[src/rtl/fizzbuzz_sequencer_if.sv]
// rtl/fizzbuzz_sequencer_if.sv - result stream bundle between the sequencer and its consumer
interface fizzbuzz_sequencer_if #(
    parameter int WIDTH = 16
);
    logic             out_valid;
    logic             out_ready;
    logic [WIDTH-1:0] out_num;
    logic             out_fizz;
    logic             out_buzz;

    modport master (
        output out_valid,
        output out_num,
        output out_fizz,
        output out_buzz,
        input  out_ready
    );

    modport slave (
        input  out_valid,
        input  out_num,
        input  out_fizz,
        input  out_buzz,
        output out_ready
    );
endinterface

[src/rtl/fizzbuzz_sequencer.sv]
// rtl/fizzbuzz_sequencer.sv - walks first..last and streams mod-3 / mod-5 divisibility flags without a divider
module fizzbuzz_sequencer #(
    parameter int WIDTH = 16
) (
    input  logic                  clk,
    input  logic                  rst,
    input  logic                  start,
    input  logic                  abort,
    input  logic [WIDTH-1:0]      first,
    input  logic [WIDTH-1:0]      last,
    output logic                  busy,
    output logic                  done,
    fizzbuzz_sequencer_if.master  bus
);
    localparam int IW = (WIDTH > 1) ? $clog2(WIDTH) : 1;

    typedef enum logic [1:0] {
        IDLE = 2'd0,
        INIT = 2'd1,
        RUN  = 2'd2
    } state_t;

    state_t           state, state_nxt;
    logic [WIDTH-1:0] first_q, first_nxt;
    logic [WIDTH-1:0] last_q, last_nxt;
    logic [1:0]       r3, r3_nxt;
    logic [2:0]       r5, r5_nxt;
    logic [IW-1:0]    idx, idx_nxt;
    logic             busy_nxt, done_nxt;
    logic             valid_nxt, fizz_nxt, buzz_nxt;
    logic [WIDTH-1:0] num_nxt;

    logic             bit_in;
    logic [2:0]       dbl3, dbl5;
    logic [1:0]       r3_dbl, r3_inc;
    logic [2:0]       r5_dbl, r5_inc;

    // Residue steps: shift-in of one MSB-first bit, and +1 for the running value.
    // dbl5 may wrap modulo 8 when r5 >= 3, but the true residue is 1..4 so subtracting 5 mod 8 lands correctly.
    always_comb begin
        bit_in = first_q[idx];
        dbl3   = {r3, 1'b0} + {2'b00, bit_in};
        r3_dbl = (dbl3 >= 3'd3) ? 2'(dbl3 - 3'd3) : dbl3[1:0];
        dbl5   = {r5[1:0], 1'b0} + {2'b00, bit_in};
        r5_dbl = ((r5 >= 3'd3) || (dbl5 >= 3'd5)) ? (dbl5 - 3'd5) : dbl5;
        r3_inc = (r3 == 2'd2) ? 2'd0 : (r3 + 2'd1);
        r5_inc = (r5 == 3'd4) ? 3'd0 : (r5 + 3'd1);
    end

    always_ff @(posedge clk or posedge rst) begin
        if (rst) begin
            state         <= IDLE;
            first_q       <= '0;
            last_q        <= '0;
            r3            <= '0;
            r5            <= '0;
            idx           <= '0;
            busy          <= 1'b0;
            done          <= 1'b0;
            bus.out_valid <= 1'b0;
            bus.out_num   <= '0;
            bus.out_fizz  <= 1'b0;
            bus.out_buzz  <= 1'b0;
        end else begin
            state         <= state_nxt;
            first_q       <= first_nxt;
            last_q        <= last_nxt;
            r3            <= r3_nxt;
            r5            <= r5_nxt;
            idx           <= idx_nxt;
            busy          <= busy_nxt;
            done          <= done_nxt;
            bus.out_valid <= valid_nxt;
            bus.out_num   <= num_nxt;
            bus.out_fizz  <= fizz_nxt;
            bus.out_buzz  <= buzz_nxt;
        end
    end

    always_comb begin
        state_nxt = state;
        first_nxt = first_q;
        last_nxt  = last_q;
        r3_nxt    = r3;
        r5_nxt    = r5;
        idx_nxt   = idx;
        busy_nxt  = busy;
        done_nxt  = 1'b0;
        valid_nxt = bus.out_valid;
        num_nxt   = bus.out_num;
        fizz_nxt  = bus.out_fizz;
        buzz_nxt  = bus.out_buzz;

        case (state)
            IDLE: begin
                if (start) begin
                    if (first <= last) begin
                        first_nxt = first;
                        last_nxt  = last;
                        r3_nxt    = '0;
                        r5_nxt    = '0;
                        idx_nxt   = IW'(WIDTH - 1);
                        busy_nxt  = 1'b1;
                        state_nxt = INIT;
                    end else begin
                        done_nxt = 1'b1;
                    end
                end
            end

            INIT: begin
                if (abort) begin
                    state_nxt = IDLE;
                    busy_nxt  = 1'b0;
                end else begin
                    r3_nxt  = r3_dbl;
                    r5_nxt  = r5_dbl;
                    idx_nxt = idx - IW'(1);
                    if (idx == '0) begin
                        state_nxt = RUN;
                        valid_nxt = 1'b1;
                        num_nxt   = first_q;
                        fizz_nxt  = (r3_dbl == 2'd0);
                        buzz_nxt  = (r5_dbl == 3'd0);
                    end
                end
            end

            RUN: begin
                if (abort) begin
                    state_nxt = IDLE;
                    valid_nxt = 1'b0;
                    busy_nxt  = 1'b0;
                end else if (bus.out_ready) begin
                    // Stop on last before incrementing so last = all-ones never wraps.
                    if (bus.out_num == last_q) begin
                        state_nxt = IDLE;
                        valid_nxt = 1'b0;
                        busy_nxt  = 1'b0;
                        done_nxt  = 1'b1;
                    end else begin
                        num_nxt  = bus.out_num + WIDTH'(1);
                        r3_nxt   = r3_inc;
                        r5_nxt   = r5_inc;
                        fizz_nxt = (r3_inc == 2'd0);
                        buzz_nxt = (r5_inc == 3'd0);
                    end
                end
            end

            default: begin
                state_nxt = IDLE;
                valid_nxt = 1'b0;
                busy_nxt  = 1'b0;
            end
        endcase
    end
endmodule

[src/flat_wrapper.sv]
// flat-port wrapper written by rule: the top's interface ports become plain ports
module fizzbuzz_sequencer_flat 
#(
    parameter int WIDTH = 16
)
  (clk, rst, start, abort, first, last, busy, done, bus_out_valid, bus_out_num, bus_out_fizz, bus_out_buzz, bus_out_ready);
  fizzbuzz_sequencer_if #(.WIDTH(WIDTH)) bus_i ();
  input  logic clk;
  input  logic rst;
  input  logic start;
  input  logic abort;
  input  logic [WIDTH-1:0] first;
  input  logic [WIDTH-1:0] last;
  output logic busy;
  output logic done;
  output wire logic [$bits(bus_i.out_valid)-1:0] bus_out_valid;
  output wire logic [$bits(bus_i.out_num)-1:0] bus_out_num;
  output wire logic [$bits(bus_i.out_fizz)-1:0] bus_out_fizz;
  output wire logic [$bits(bus_i.out_buzz)-1:0] bus_out_buzz;
  input wire logic [$bits(bus_i.out_ready)-1:0] bus_out_ready;
  assign bus_out_valid = bus_i.out_valid;
  assign bus_out_num = bus_i.out_num;
  assign bus_out_fizz = bus_i.out_fizz;
  assign bus_out_buzz = bus_i.out_buzz;
  assign bus_i.out_ready = bus_out_ready;
  fizzbuzz_sequencer #(.WIDTH(WIDTH)) u_core (.clk(clk), .rst(rst), .start(start), .abort(abort), .first(first), .last(last), .busy(busy), .done(done), .bus(bus_i));
endmodule
[config.mk]
export PLATFORM = sky130hd
export DESIGN_NAME = fizzbuzz_sequencer_flat
export DESIGN_NICKNAME = d
export VERILOG_FILES = /design/src/rtl/fizzbuzz_sequencer_if.sv /design/src/rtl/fizzbuzz_sequencer.sv /design/src/flat_wrapper.sv
export SDC_FILE = /design/constraint.sdc
export NUM_CORES = 1
export LEC_CHECK = 0
export ABC_CLOCK_PERIOD_IN_PS = 4700
export CAP_MARGIN = 20
export CORE_MARGIN = 2
export CORE_UTILIZATION = 69
export CTS_CLUSTER_DIAMETER = 120
export CTS_CLUSTER_SIZE = 14
export DETAILED_ROUTE_END_ITERATION = 7
export DONT_BUFFER_PORTS = 1
export PLACE_DENSITY = 0.85
export RECOVER_POWER = 50
export SLEW_MARGIN = 10
export SYNTH_ARGS = -nofsm -noshare
export SYNTH_HDL_FRONTEND = slang
export SYNTH_SLANG_ARGS = --single-unit
[constraint.sdc]
create_clock -name clk -period 4.7 [get_ports clk]
set_input_delay 0.94 -clock clk [delete_from_list [all_inputs] [get_ports clk]]
set_output_delay 0.94 -clock clk [all_outputs]
set_load 0.05 [all_outputs]
==> results of run 1 <==
[sequential cells by signal (all words and copies together), names as in the netlist, 2 cells and up]
signal and flops:
u_core.bus.out_num 16, u_core.first_q 16, u_core.idx 4, u_core.last_q 16
u_core.r3 2, u_core.r5 3, u_core.state 2
[layout by cell type, fill, tap and decap left out, types with 3 or more instances in the layout]
master,instances
clkinv_2,3
a21oi_1,30
a211o_1,3
a2111oi_0,4
and4_1,4
a31oi_1,3
clkbuf_8,10
nand2_1,23
nand3_1,10
nor2_1,21
nor3_1,8
inv_1,35
nand2b_1,3
mux2_1,33
o21ai_0,5
xnor2_1,18
o22ai_1,15
dfrtp_1,64
buf_4,3
mux2i_1,10
mux4_2,4
o32a_1,3
a21o_1,9
and3_1,6
ha_1,28
and2_1,7
nand4_1,7
[routing by layer]
layer | global-route usage (%) | share of wire, % | up-vias
met3 | 7.58 | 8.2 | 37
met2 | 49.7 | 48 | 172
met4 | 12.3 | 3.0 | 0
li1 | - | - | 1501
met5 | 0 | 0 | -
met1 | 44.0 | 41 | 1660
[power groups by stage]
stage	registers (uW)	clock network (uW)	logic, uW
floorplan	890	0	689
global placement	974	0	752
detailed placement	989	0	799
CTS	981	462	811
global route	1010	485	897
finish	989	462	820
[through the flow]
stage          instances  total power [uW]  util, %  hold slack, ps
6_report             488              2270     74.6             519
3_5_place_dp         473              1790     71.5             507
4_1_cts              488              2250     74.7             522
2_1_floorplan        412              1580        -             481
5_1_grt              488              2390     74.6             544
3_3_place_gp         473              1730     71.5             500
[logic make-up after synthesis]
family / share of synthesized area, %
multiplexers: 14.1
XOR/XNOR: 3.77
AND/OR/NAND/NOR: 13.4
buffers and inverters: 5.71
flip-flops: 38.3
AO/OA/AOI/OAI: 16.4
adder cells (fa/ha/maj): 8.37
[cell type report]
cell class	instances	area, um2	share of cell area [%]
multi-input cells	294	2350	53.5
flip-flops and latches	64	1600	36.5
clock buffers	11	141	3.22
inverters	36	135	3.08
well taps	75	93.8	2.14
clock inverters	4	45.0	1.03
repair buffers	4	26.3	0.598
[worst min-delay path by stage]
stage / end / from / cells after the start
floorplan: u_core.first_q[1] / u_core.first_q[1] / 1
global placement: u_core.last_q[6] / u_core.last_q[6] / 1
detailed placement: u_core.last_q[6] / u_core.last_q[6] / 1
CTS: u_core.last_q[6] / u_core.last_q[6] / 1
global route: u_core.last_q[5] / u_core.last_q[5] / 1
finish: u_core.last_q[6] / u_core.last_q[6] / 1
==> impl_metrics.csv, run 1 <==
group,metric,value,unit
synth,synth.top_cells.by_count,"64 x dfrtp_1, 35 x inv_1, 33 x mux2_1",
synth,ys.flop_type,"dfrtp_1",
critical_path,critPathArrivalTime,3150,ps
critical_path,rr_startpoint,"u_core.idx[0]",
critical_path,path_depth,2,
floorplanning,die-height,81.9,um
floorplanning,die_w,81.9,um
critical_path,cp-start-kind,"input port",
pwr,pwr-share-seq,43.5,%
pwr,comb_power_share,36.1,%
floorplanning,start_util,71.1,%
floorplanning,core-area,5890,um2
critical_path,path_max_fanout,34,
critical_path,required,4800,ps
placement,gp_congestion,0.887,
routing,drt.antenna.violating_nets,0,
global_routing,grt_pass1_wl,15.9,mm
timing,maxSlewViolCount,35,
routing,drtPass1Iterations,6,
pwr,intPower,1390,uW
pwr,p_switching,879,uW
final_layout,fillers,417,
floorplanning,rows,28,
synth,synth-edff-count,0,
synth,async_flop_share,100,%
critical_path,end_kind,"asynchronous set/reset pin",
clock_network,insertion_delay,340,ps
global_routing,track_usage,32.2,%
timing,max_slew_margin,-21.3,%
synth,yosysWarnings,0,
pwr,p_clk_share,20.3,%
synth,postSynthAreaPerCell,10.2,um2
synth,ys_seq_elements,64,
pwr,switching_share,38.7,%
final_layout,fin_area,4390,um2
critical_path,path_class,"in -> async",
clock_network,cts_buffers,9,
flow_run,maxCapViolCount,1,
clock_network,path_clk_slew,70,ps
routing,route.detailed.drc,0,
final_layout,drive_above_1_share,8.47,%
clock_network,cts_tree,"done",
placement,post-place-ws,1380,ps
synth,synth_top_cell_area_share,38.3,%
critical_path,endpoint,"u_core.last_q[13]",
critical_path,crit_family,"buffers and inverters",
clock_network,clock_path_buffers,2,
final_layout,areaGrowthSynthToFinish,4.93,%
timing,setup-tns-final,0,ps
critical_path,regToRegSetupSlack,1660,ps
routing,wire_per_inst,20.9,um
clock_network,clock-sinks,64,
pwr,ir_worst_vdd,0.000336,V
synth,synthTopCellsByArea,"dfrtp_1 38%, mux2_1 8.9%, ha_1 8.4%",
final_layout,nets,474,
routing,drt-total-wl,10.2,mm
timing,fin_skew,8.11,ps
run_status,violations,"capacitance limit, slew limit",
final_layout,antenna_cells,0,
routing,vias_per_cell,6.91,
timing,rsz0062_at_grt,"false",
global_routing,grt_max_degree,35,
pwr,p_leak,0.00195,uW
critical_path,crit_slowest_cell,"clkbuf_1",
placement,placement.cell_area,4210,um2
floorplanning,die-area,6700,um2
synth,syn_nets,477,
synth,synth_most_common_cell,"dfrtp_1",
timing,setup_ws,1650,ps
global_routing,antenna_found_initial,0,
routing,vias,3370,
critical_path,r2r_end,"u_core.bus.out_fizz",
critical_path,reg2reg_depth,8,
global_routing,overflow,0,
placement,port_buffers,0,
clock_network,postCtsHoldBufs,0,
critical_path,path_cells,"inv_1 -> clkbuf_1",
timing,fmax,328,MHz
routing,drtIter0Drc,359,
critical_path,critical_path.startpoint,"rst",
clock_network,cts.root.buffer_cell,"clkbuf_8",
synth,syn_inst,412,
timing,tightestPinTransition,1820,ps
synth,yosysSeqAreaShare,38.3,%
clock_network,post_cts_buffers,0,
clock_network,cts_resized,0,
global_routing,grt_pass1_vias,3152,
clock_network,htreeDepth,3,
timing,hold_violations,0,
synth,ys_types,58,
timing,setup_viol,0,
critical_path,max_stage_delay,1390,ps
min_path,holdCritPathClass,"reg -> reg",
synth,synth_top_area_cell,"dfrtp_1",
pwr,power_density,517,nW/um2
run_status,status,"finished, violations left",
timing,min_period,3050,ps
timing,post-route-period-util,64.9,%
floorplanning,io_pins,58,
placement,dp_hpwl,7.53,mm
critical_path,path_buf_inv,2,
synth,syn_area,4190,um2
Power figures use the tool's default switching activity.
==> inputs of run 2 (changes only) <==
Settings changed: ABC_CLOCK_PERIOD_IN_PS 4700 to 2700, CORE_UTILIZATION 69 to 58, PLACE_DENSITY 0.85 to 0.76.
Clock period 4.7 ns to 2.7 ns, I/O delays scaled along.
==> impl_metrics.csv, run 2 (same netlist as run 1, synthesis figures left out) <==
group,metric,value,unit
min_path,min_path_cells,1,
pwr,p_total,4000,uW
global_routing,grt_pass1_wl,16.7,mm
pwr,p_switching,1560,uW
timing,post-route-period-util,92.1,%
routing,vias,3342,
critical_path,cp-start-kind,"flip-flop",
pwr,switching_share,38.9,%
global_routing,grt_max_degree,65,
critical_path,path_class,"reg -> reg",
floorplanning,rows,30,
placement,port_buffers,0,
critical_path,crit_family,"multiplexers",
clock_network,post_cts_buffers,0,
final_layout,drive_above_1_share,13.4,%
clock_network,clock_path_buffers,2,
routing,drtPass1Iterations,6,
pwr,pwr-share-seq,41.9,%
floorplanning,io_pins,58,
clock_network,cts_buffers,9,
timing,fin_skew,7.19,ps
floorplanning,die_w,88.9,um
global_routing,track_usage,28.0,%
placement,post-place-ws,-4.21,ps
critical_path,reg2reg_depth,9,
min_path,holdCritPathClass,"in -> reg",
final_layout,antenna_cells,0,
timing,fmax,402,MHz
timing,setup_ws,213,ps
timing,min_period,2490,ps
critical_path,crit_slowest_cell,"mux4_2",
pwr,p_leak,0.00206,uW
timing,max_slew_margin,-9.78,%
critical_path,max_stage_delay,550,ps
timing,setup-tns-final,0,ps
min_path,min_to,"u_core.last_q[6]",
global_routing,grt_pass1_vias,3362,
critical_path,regToRegSetupSlack,210,ps
final_layout,final_cell_mix,"63 x dfrtp_1, 35 x inv_1, 33 x mux2_1",
critical_path,path_cells,"mux4_2 -> nand3_1 -> nand4_4 -> ha_1 -> nor3_1 -> nor2_1 -> mux2i_1 -> mux2i_1 -> mux2_1",
pwr,intPower,2450,uW
global_routing,antenna_found_initial,0,
clock_network,insertion_delay,340,ps
critical_path,end_kind,"flip-flop",
placement,gp_congestion,0.895,
clock_network,htreeDepth,3,
timing,maxSlewViolCount,65,
clock_network,cts_tree,"done",
critical_path,rr_startpoint,"u_core.idx[0]",
floorplanning,core-area,6910,um2
timing,setup_viol,0,
run_status,violations,"capacitance limit, slew limit",
min_path,hp-start,"last[6]",
critical_path,required,2930,ps
critical_path,crit_top_cell,"mux2i_1",
floorplanning,die-area,7910,um2
clock_network,clock-sinks,64,
routing,drtIter0Drc,216,
timing,hold_violations,0,
pwr,power_density,866,nW/um2
clock_network,path_clk_slew,80,ps
clock_network,cts.root.buffer_cell,"clkbuf_8",
placement,dp_hpwl,7.68,mm
routing,vias_per_cell,6.25,
critical_path,critPathArrivalTime,2710,ps
critical_path,r2r_end,"u_core.bus.out_fizz",
floorplanning,start_util,60.6,%
flow_run,maxCapViolCount,1,
final_layout,top_regs,"u_core.bus.out_num (16), u_core.first_q (16), u_core.last_q (16)",
timing,tightestPinTransition,1650,ps
timing,rsz0062_at_grt,"false",
routing,drt.antenna.violating_nets,0,
routing,drt-total-wl,10.1,mm
critical_path,path_max_fanout,6,
global_routing,overflow,0,
routing,route.detailed.drc,0,
pwr,p_clk_share,20.1,%
routing,wire_per_inst,19.0,um
final_layout,nets,499,
final_layout,areaGrowthSynthToFinish,10.4,%
pwr,comb_power_share,38.0,%
run_status,status,"finished, violations left",
critical_path,path_buf_inv,0,
final_layout,layout_commonest_cell,"dfrtp_1",
floorplanning,die-height,88.9,um
pwr,ir_worst_vdd,0.000588,V
run 2: cell count changes in the layout (fill, tap and decap cells not counted):
cell and change:
dfrtp_2 +1, clkinv_2 -2, clkbuf_2 +1, clkbuf_8 +2, buf_12 +2, buf_4 +18, clkinvlp_4 +3, dfrtp_1 -1
bufinv_16 -1, clkbuf_1 +3
run 2: worst max path at each step:
stage | depth (start not counted) | endpoint | start
6_report | 9 | u_core.bus.out_fizz | u_core.idx[0]
5_1_grt | 9 | u_core.r5[0] | u_core.idx[0]
4_1_cts | 9 | u_core.r5[1] | u_core.idx[0]
3_5_place_dp | 9 | u_core.last_q[7] | last[13]
3_3_place_gp | 10 | u_core.r3[1] | last[15]
2_1_floorplan | 9 | u_core.r5[1] | last[15]
run 2: layout make-up:
cell class	count	area, um2
Multi-Input combinational cell	294	2350
Fill cell	562	2290
Sequential cell	64	1600
Timing Repair Buffer	29	221
Clock buffer	12	165
Inverter	36	135
Tap cell	96	120
Clock inverter	4	27.5
run 2: power by group through the flow:
| stage | clock network (uW) | registers (uW) | logic, uW |
|---|---|---|---|
| 6_report | 804 | 1680 | 1520 |
| 5_1_grt | 855 | 1710 | 1660 |
| 4_1_cts | 810 | 1670 | 1520 |
| 3_5_place_dp | 0 | 1680 | 1510 |
| 3_3_place_gp | 0 | 1650 | 1440 |
| 2_1_floorplan | 0 | 1550 | 1200 |
run 2: what timing repair did:
| action | CTS | global route |
|---|---|---|
| endpoints found under the hold margin | 0 | 0 |
| resized for setup | 0 | 1 |
| endpoints found under the setup margin | 0 | 4 |
| hold buffers | 0 | 0 |
run 2: per-stage QoR:
step	instances	hold slack (ps)	utilization (%)	area [um2]
after floorplan	412	481	-	4190
after global placement	519	496	64.4	4450
after detailed placement	519	505	64.4	4450
after CTS	535	313	67.2	4640
after global routing	535	305	66.9	4620
final	535	321	66.9	4620
run 2: metal layers:
metal | up-vias | wire [um] | GRT usage [%]
met3 | 11 | 813 | 8.13
met4 | 0 | 112 | 6.24
met2 | 118 | 4680 | 42.7
met5 | - | 0 | 0
li1 | 1554 | - | -
met1 | 1659 | 4540 | 40.2
